[src/rtl/servo_pos_ctrl.sv]
// servo_pos_ctrl: five-joint saturating position engine stepped by a tick divider.
// Optional hobby-servo PWM outputs are built only when SERVO_PWM_EN is defined.
module servo_pos_ctrl #(
  parameter int unsigned STEP_DIV   = 500000,
  parameter logic [7:0]  POS_INIT   = 8'h80,
  parameter logic [7:0]  POS_MIN    = 8'h00,
  parameter logic [7:0]  POS_MAX    = 8'hFF,
  parameter int unsigned PWM_PERIOD = 1000000,
  parameter int unsigned PWM_MIN    = 50000,
  parameter int unsigned PWM_LSB    = 196
) (
  input  logic       clk,
  input  logic       rst,
  input  logic [1:0] btn1,
  input  logic [1:0] btn2,
  input  logic [1:0] btn3,
  input  logic [1:0] btn4,
  input  logic [1:0] btn5,
  output logic [7:0] pos1,
  output logic [7:0] pos2,
  output logic [7:0] pos3,
  output logic [7:0] pos4,
  output logic [7:0] pos5,
  output logic [4:0] moving,
  output logic       step_tick,
  output logic [4:0] pwm
);
  logic [31:0] r_step;
  logic [7:0]  r_pos [5];
  logic [1:0]  w_btn [5];
  logic [4:0]  w_inc, w_dec, r_moving;
  assign w_btn[0] = btn1;
  assign w_btn[1] = btn2;
  assign w_btn[2] = btn3;
  assign w_btn[3] = btn4;
  assign w_btn[4] = btn5;
  assign pos1 = r_pos[0];
  assign pos2 = r_pos[1];
  assign pos3 = r_pos[2];
  assign pos4 = r_pos[3];
  assign pos5 = r_pos[4];
  assign moving = r_moving;
  assign step_tick = r_step == STEP_DIV - 1;
  // strict limit compares also keep 8-bit arithmetic from wrapping at 0x00/0xFF
  for (genvar i = 0; i < 5; i++) begin : g_cmd
    assign w_inc[i] = w_btn[i] == 2'b01 && r_pos[i] < POS_MAX;
    assign w_dec[i] = w_btn[i] == 2'b10 && r_pos[i] > POS_MIN;
  end
  always_ff @(posedge clk)
    if (rst) begin
      r_step   <= '0;
      r_moving <= '0;
      for (int i = 0; i < 5; i++) r_pos[i] <= POS_INIT;
    end else begin
      r_step <= step_tick ? '0 : r_step + 32'd1;
      if (step_tick) begin
        r_moving <= w_inc | w_dec;
        for (int i = 0; i < 5; i++)
          r_pos[i] <= w_inc[i] ? r_pos[i] + 8'd1 : w_dec[i] ? r_pos[i] - 8'd1 : r_pos[i];
      end
    end
`ifdef SERVO_PWM_EN
  logic [31:0] r_frm;
  logic [7:0]  r_shadow [5];
  logic [7:0]  w_src [5];
  logic [4:0]  r_pwm;
  // at count 0 the shadow is being loaded, so compare against the value it takes
  for (genvar i = 0; i < 5; i++) begin : g_src
    assign w_src[i] = r_frm == 0 ? r_pos[i] : r_shadow[i];
  end
  always_ff @(posedge clk)
    if (rst) begin
      r_frm <= '0;
      r_pwm <= '0;
      for (int i = 0; i < 5; i++) r_shadow[i] <= POS_INIT;
    end else begin
      r_frm <= r_frm == PWM_PERIOD - 1 ? '0 : r_frm + 32'd1;
      for (int i = 0; i < 5; i++) begin
        if (r_frm == 0) r_shadow[i] <= r_pos[i];
        r_pwm[i] <= r_frm < PWM_MIN + 32'(w_src[i]) * PWM_LSB;
      end
    end
  assign pwm = r_pwm;
`else
  assign pwm = '0;
`endif
endmodule

[config.mk]
export PLATFORM = sky130hd
export DESIGN_NAME = servo_pos_ctrl
export DESIGN_NICKNAME = d
export VERILOG_FILES = /design/src/rtl/servo_pos_ctrl.sv
export SDC_FILE = /design/constraint.sdc
export NUM_CORES = 1
export LEC_CHECK = 0
export CAP_MARGIN = 20
export CORE_UTILIZATION = 55
export DETAILED_ROUTE_END_ITERATION = 16
export PLACE_DENSITY_LB_ADDON = 0.08
export SETUP_SLACK_MARGIN = 0.05
export SLEW_MARGIN = 5
export SYNTH_ARGS = -nofsm -noshare
export SYNTH_HDL_FRONTEND = slang
export SYNTH_SLANG_ARGS = --single-unit
[constraint.sdc]
create_clock -name clk -period 3.47 [get_ports clk]
set_input_delay 0.694 -clock clk [delete_from_list [all_inputs] [get_ports clk]]
set_output_delay 0.694 -clock clk [all_outputs]
set_load 0.05 [all_outputs]
-- Word-level counts from Yosys, hierarchy flattened
Memory sizes are Yosys's and may differ from the RTL's.
Cells that the tools add are included.
- word-level logic and storage cells: 72
- output and inout bits: 51
- input bits: 12
- RAM bits: 40
- bits in registers: 37
- memories kept: 1
- equal/unequal tests: 11
- bitwise logic cells: 6
- reduce and logical (&&, ||, !) cells: 11
- mux-type cells: 20
- order comparisons: 10
- add/subtract/negate cells: 11
- memories (memory ; depth ; bits a word ; read ports ; clocked after Yosys merged registers in ; write ports ; line ; text):
    r_pos ; 5 ; 8 ; 5 ; 0 ; 5 ; 29 ; logic [7:0] r_pos [5];
- operator list (cell ; number):
    $mux 8 ; 15
    $add 8x1->8 const B ; 5
    $gt 8x1->1 const B ; 5
    $lt 8x8->1 const B ; 5
    $sub 8x1->8 const B ; 5
    $add 32x1->32 const B ; 1
    $eq 32x19->1 const B ; 1
    $eq 2x1->1 const B ; 5
    $eq 2x2->1 const B ; 5
    $logic_and 1x1->1 ; 10
    $mux 1 ; 5
    $or 1x1->1 ; 5
    $or 5x5->5 ; 1
    $reduce_or 2->1 ; 1

-- Logic depth before layout (Yosys ltp)
Gate-level depths: netlist of run 1.
An unclocked memory read counts as a cell.
- depth after elaboration: 6
- depth in mapped cells: 9
- depth with buffers taken out: 9

-- Worst setup path before layout of run 1
Ideal clock, no wire load.
- path type: register to register
- start point: memory r_pos[1][0]
- end point: memory r_pos[1][6] (data pin)
- setup time: 0.257 ns
- cell stages (with the launch flop): 10
- path buffers: 0
- clock period less this slack: 2.810 ns
- arrival: 2.553 ns
- data required time: 3.213 ns
- slack: 0.660 ns
- cells stage by stage: edfxtp_1 -> nand4_1 -> or2_2 -> nand2_1 -> ha_1 -> a21o_1 -> a311o_1 -> a21oi_1 -> xor2_1 -> nor2_1
- RTL lines (what ; line):
    from (decl) ; 29

==> impl_results.md, run 1 <==
* Setup WS pre-CTS at 0.157 ns
* Row Count at 33
* Peak VDD IR at 0.281 mV
* Grt total ovfl at 0
* Slowest CP cell: clkdlybuf4s50_1
* WP data required at 3.58 ns
* RePlAce Congestion at 0.862
* Cell variety after synth at 52
* Hold depth at 1
* Clk_lat worst skew at 0.35 ns
* DRT antenna net count at 0
* CTS tree: yes
* Drt wl/cell at 14.7 um
* Final HPWL DP at 7.17 mm
* HP Start: r_step[0]
* Worst setup SP type: input pin
* First-pass GRT wire length at 16.6 mm
* Synth Area per Inst at 9.77 um2
* Area grow syn2layout at 17.0%
* Fin crit share at 0.857
* Crit-path cells: clkdlybuf4s50_1 -> nor2b_1 -> nand2_1 -> ha_1 -> nand2_1 -> o311ai_0 -> o41ai_1 -> xnor2_1 -> nand2_1
* Worst Hold Class: register to register
* Vias per cell at 5.69
* Crit. End Element: register
* Critical path class: input pin to register
* Clock buffer depth at 2
* #FFs+latches synth at 77
* Cell area power density at 350 nW/um2
* Synth area leaders: edfxtp_1 (25%), dfxtp_1 (15%), ha_1 (8.0%)
* Worst reg2reg path depth at 9
* Synth area leader: edfxtp_1
* Endpoints failing setup at 0
* RSZ-0062 raised after global routing: false
* Clk_skew at 0.0131 ns
* Slew Viols, Final at 0
* N_diodes at 0
* CP arrival at 3.08 ns
* Post-CTS Hold Buffers at 0
* Die X at 95.7 um
* First-pass iteration count of the detailed router at 4
* Setup crit start: btn3[0]
* Clock-pin slew on the worst setup and hold paths at 0.08 ns
* Clock Sinks at 77
* DRC violations left at 0
* Final WL at 9.76 mm
* Cts bufs inserted at 9
* Cell with the most instances on the worst path: nand2_1
* Port Buffers at 57
* Worst slew pin tran at 1.03 ns
* Worst-path fanout max at 7
* H-tree levels at 3
* CTS Root Cell: clkbuf_8
* Count leader, synth: nor2_1
* Number of top-level pins at 63
* Ys Warns at 0
* Initial DRC count at 179
* Post-CTS setup repair buffer count at 0
* Antenna violations before repair at 0
* Top post-synthesis cells by count: nor2_1 (65), edfxtp_1 (40), dfxtp_1 (37)
* Core area at 8340 um2
* Vias in the first global route at 3664
* Global-route usage over all layers at 0.234
* Run status: finished clean
* Worst R2R Start: r_pos[4][0]
* PostCTS Resize Cnt at 0
* Worst path depth at 9
* Share of post-route cells with drive strength above 1 at 0.0821
* Tmin final at 2.97 ns
* Leakage power total at 2.04 nW
* Highest clock rate at 0.336 GHz
* Sequential cell area fraction in the yosys report at 0.402
* Crit path buf inv count at 1
* Yosys top cell area share at 0.249
* Syn Inst Count at 494
* Setup ws final at 0.498 ns
* Post-Syn Area at 4830 um2
* Max-cap violations at 0
* Post-Route Setup TNS at 0 ns
* Final Hold Viols at 0
* Min Hold Slack at 0.471 ns
* Die Height at 95.7 um
* Crit path max-delay family: compound AO/OA/AOI/OAI gates
* Worst slew margin at 0.309
* Die area at 9160 um2
* Via count at 3786
* Ys async rst share at 0
* Largest net degree at the start of global routing at 30
* Number of synthesized flops with an enable pin at 40
* Main flop type after synthesis: edfxtp_1
* Initial Util at 0.579
* Nets at 603
* Largest stage delay, worst path at 0.48 ns
## cells in the final DEF, fill, tap and decap left out, types with 6 or more instances in the layout
master	synthesis	routed
nor2_1	65	65
clkdlybuf4s50_1	0	56
edfxtp_1	40	40
dfxtp_1	37	37
nand2_1	35	35
xnor2_1	31	31
ha_1	31	31
xor2_1	26	26
a21oi_1	22	22
nand4_1	18	18
nand3_1	14	14
o21ai_0	12	12
nor3_1	12	12
a21o_1	12	12
nand2b_1	11	11
clkbuf_8	2	9
nor4_1	8	8
or4_1	8	8
and2_1	8	8
and3_1	7	7
a211oi_1	7	7
or2_2	6	6
inv_1	6	6
nor2b_1	6	6
## where the power goes
part           internal [mW]  switching (mW)  total [mW]
clock network          0.328           0.323       0.651
logic                  0.134           0.199       0.333
registers              0.971          0.0218       0.993
## layout make-up
cell class | count | area [um2]
sequential | 77 | 1940
multi-input combinational | 398 | 2750
clock buffer | 11 | 131
fill | 671 | 2690
clock inverter | 5 | 51.3
inverter | 6 | 22.5
timing repair buffer | 63 | 623
tap | 105 | 131
## final timing paths
kind	endpoint	slack, ns
max	r_pos[2][7]	0.50
min	r_step[0]	0.47
max reg2reg	r_pos[4][7]	0.75
min reg2reg	r_step[0]	0.47
## worst register-to-register path, stage by stage (launching register included)
cell      delay [ns]
edfxtp_1        0.50
nand4_1         0.12
or2_2           0.33
nand2_1         0.23
ha_1            0.30
a211oi_1        0.31
nor2_1          0.11
a221oi_1        0.35
xnor2_1         0.16
nand2_1         0.06
## state kept, by name (all words and copies together) (netlist names)
signal  cells
moving      5
r_pos      40
r_step     32
## stage by stage
stage	power (mW)	utilization	std cells	area [um2]
after floorplan	1.27	-	498	4840
after global placement	1.34	0.655	648	5460
after detailed placement	1.35	0.655	648	5460
after CTS	2.00	0.677	664	5640
after global routing	2.07	0.677	665	5650
final	1.98	0.677	665	5650
## cells by family after synthesis
| group | synth area share |
|---|---|
| XOR/XNOR | 0.103 |
| AND/OR/NAND/NOR | 0.253 |
| other | 0.000777 |
| adder cells (fa/ha/maj) | 0.101 |
| buffers and inverters | 0.0319 |
| flip-flops | 0.402 |
| AO/OA/AOI/OAI | 0.108 |
## per-layer routing
layer  wire [um]  share of wire  global-route usage  vias to the layer above
li1            -              -                   -                     1921
met1        4390           0.45               0.295                     1776
met2        4790           0.49               0.399                       73
met3         447          0.046              0.0502                       16
met4         131          0.013              0.0759                        0
met5           0              0                   0                        -
No activity file was read; power rests on OpenSTA's default activity.
==> inputs of run 2 (changes only) <==
--- a/config.mk
+++ b/config.mk
@@ -8,6 +8,7 @@
 export CAP_MARGIN = 20
 export CORE_UTILIZATION = 55
 export DETAILED_ROUTE_END_ITERATION = 16
+export HOLD_SLACK_MARGIN = 0.03
 export PLACE_DENSITY_LB_ADDON = 0.08
 export SETUP_SLACK_MARGIN = 0.05
 export SLEW_MARGIN = 5
==> results of run 2 <==
No change in the layout: final DEF, timing and power equal those of run 1.
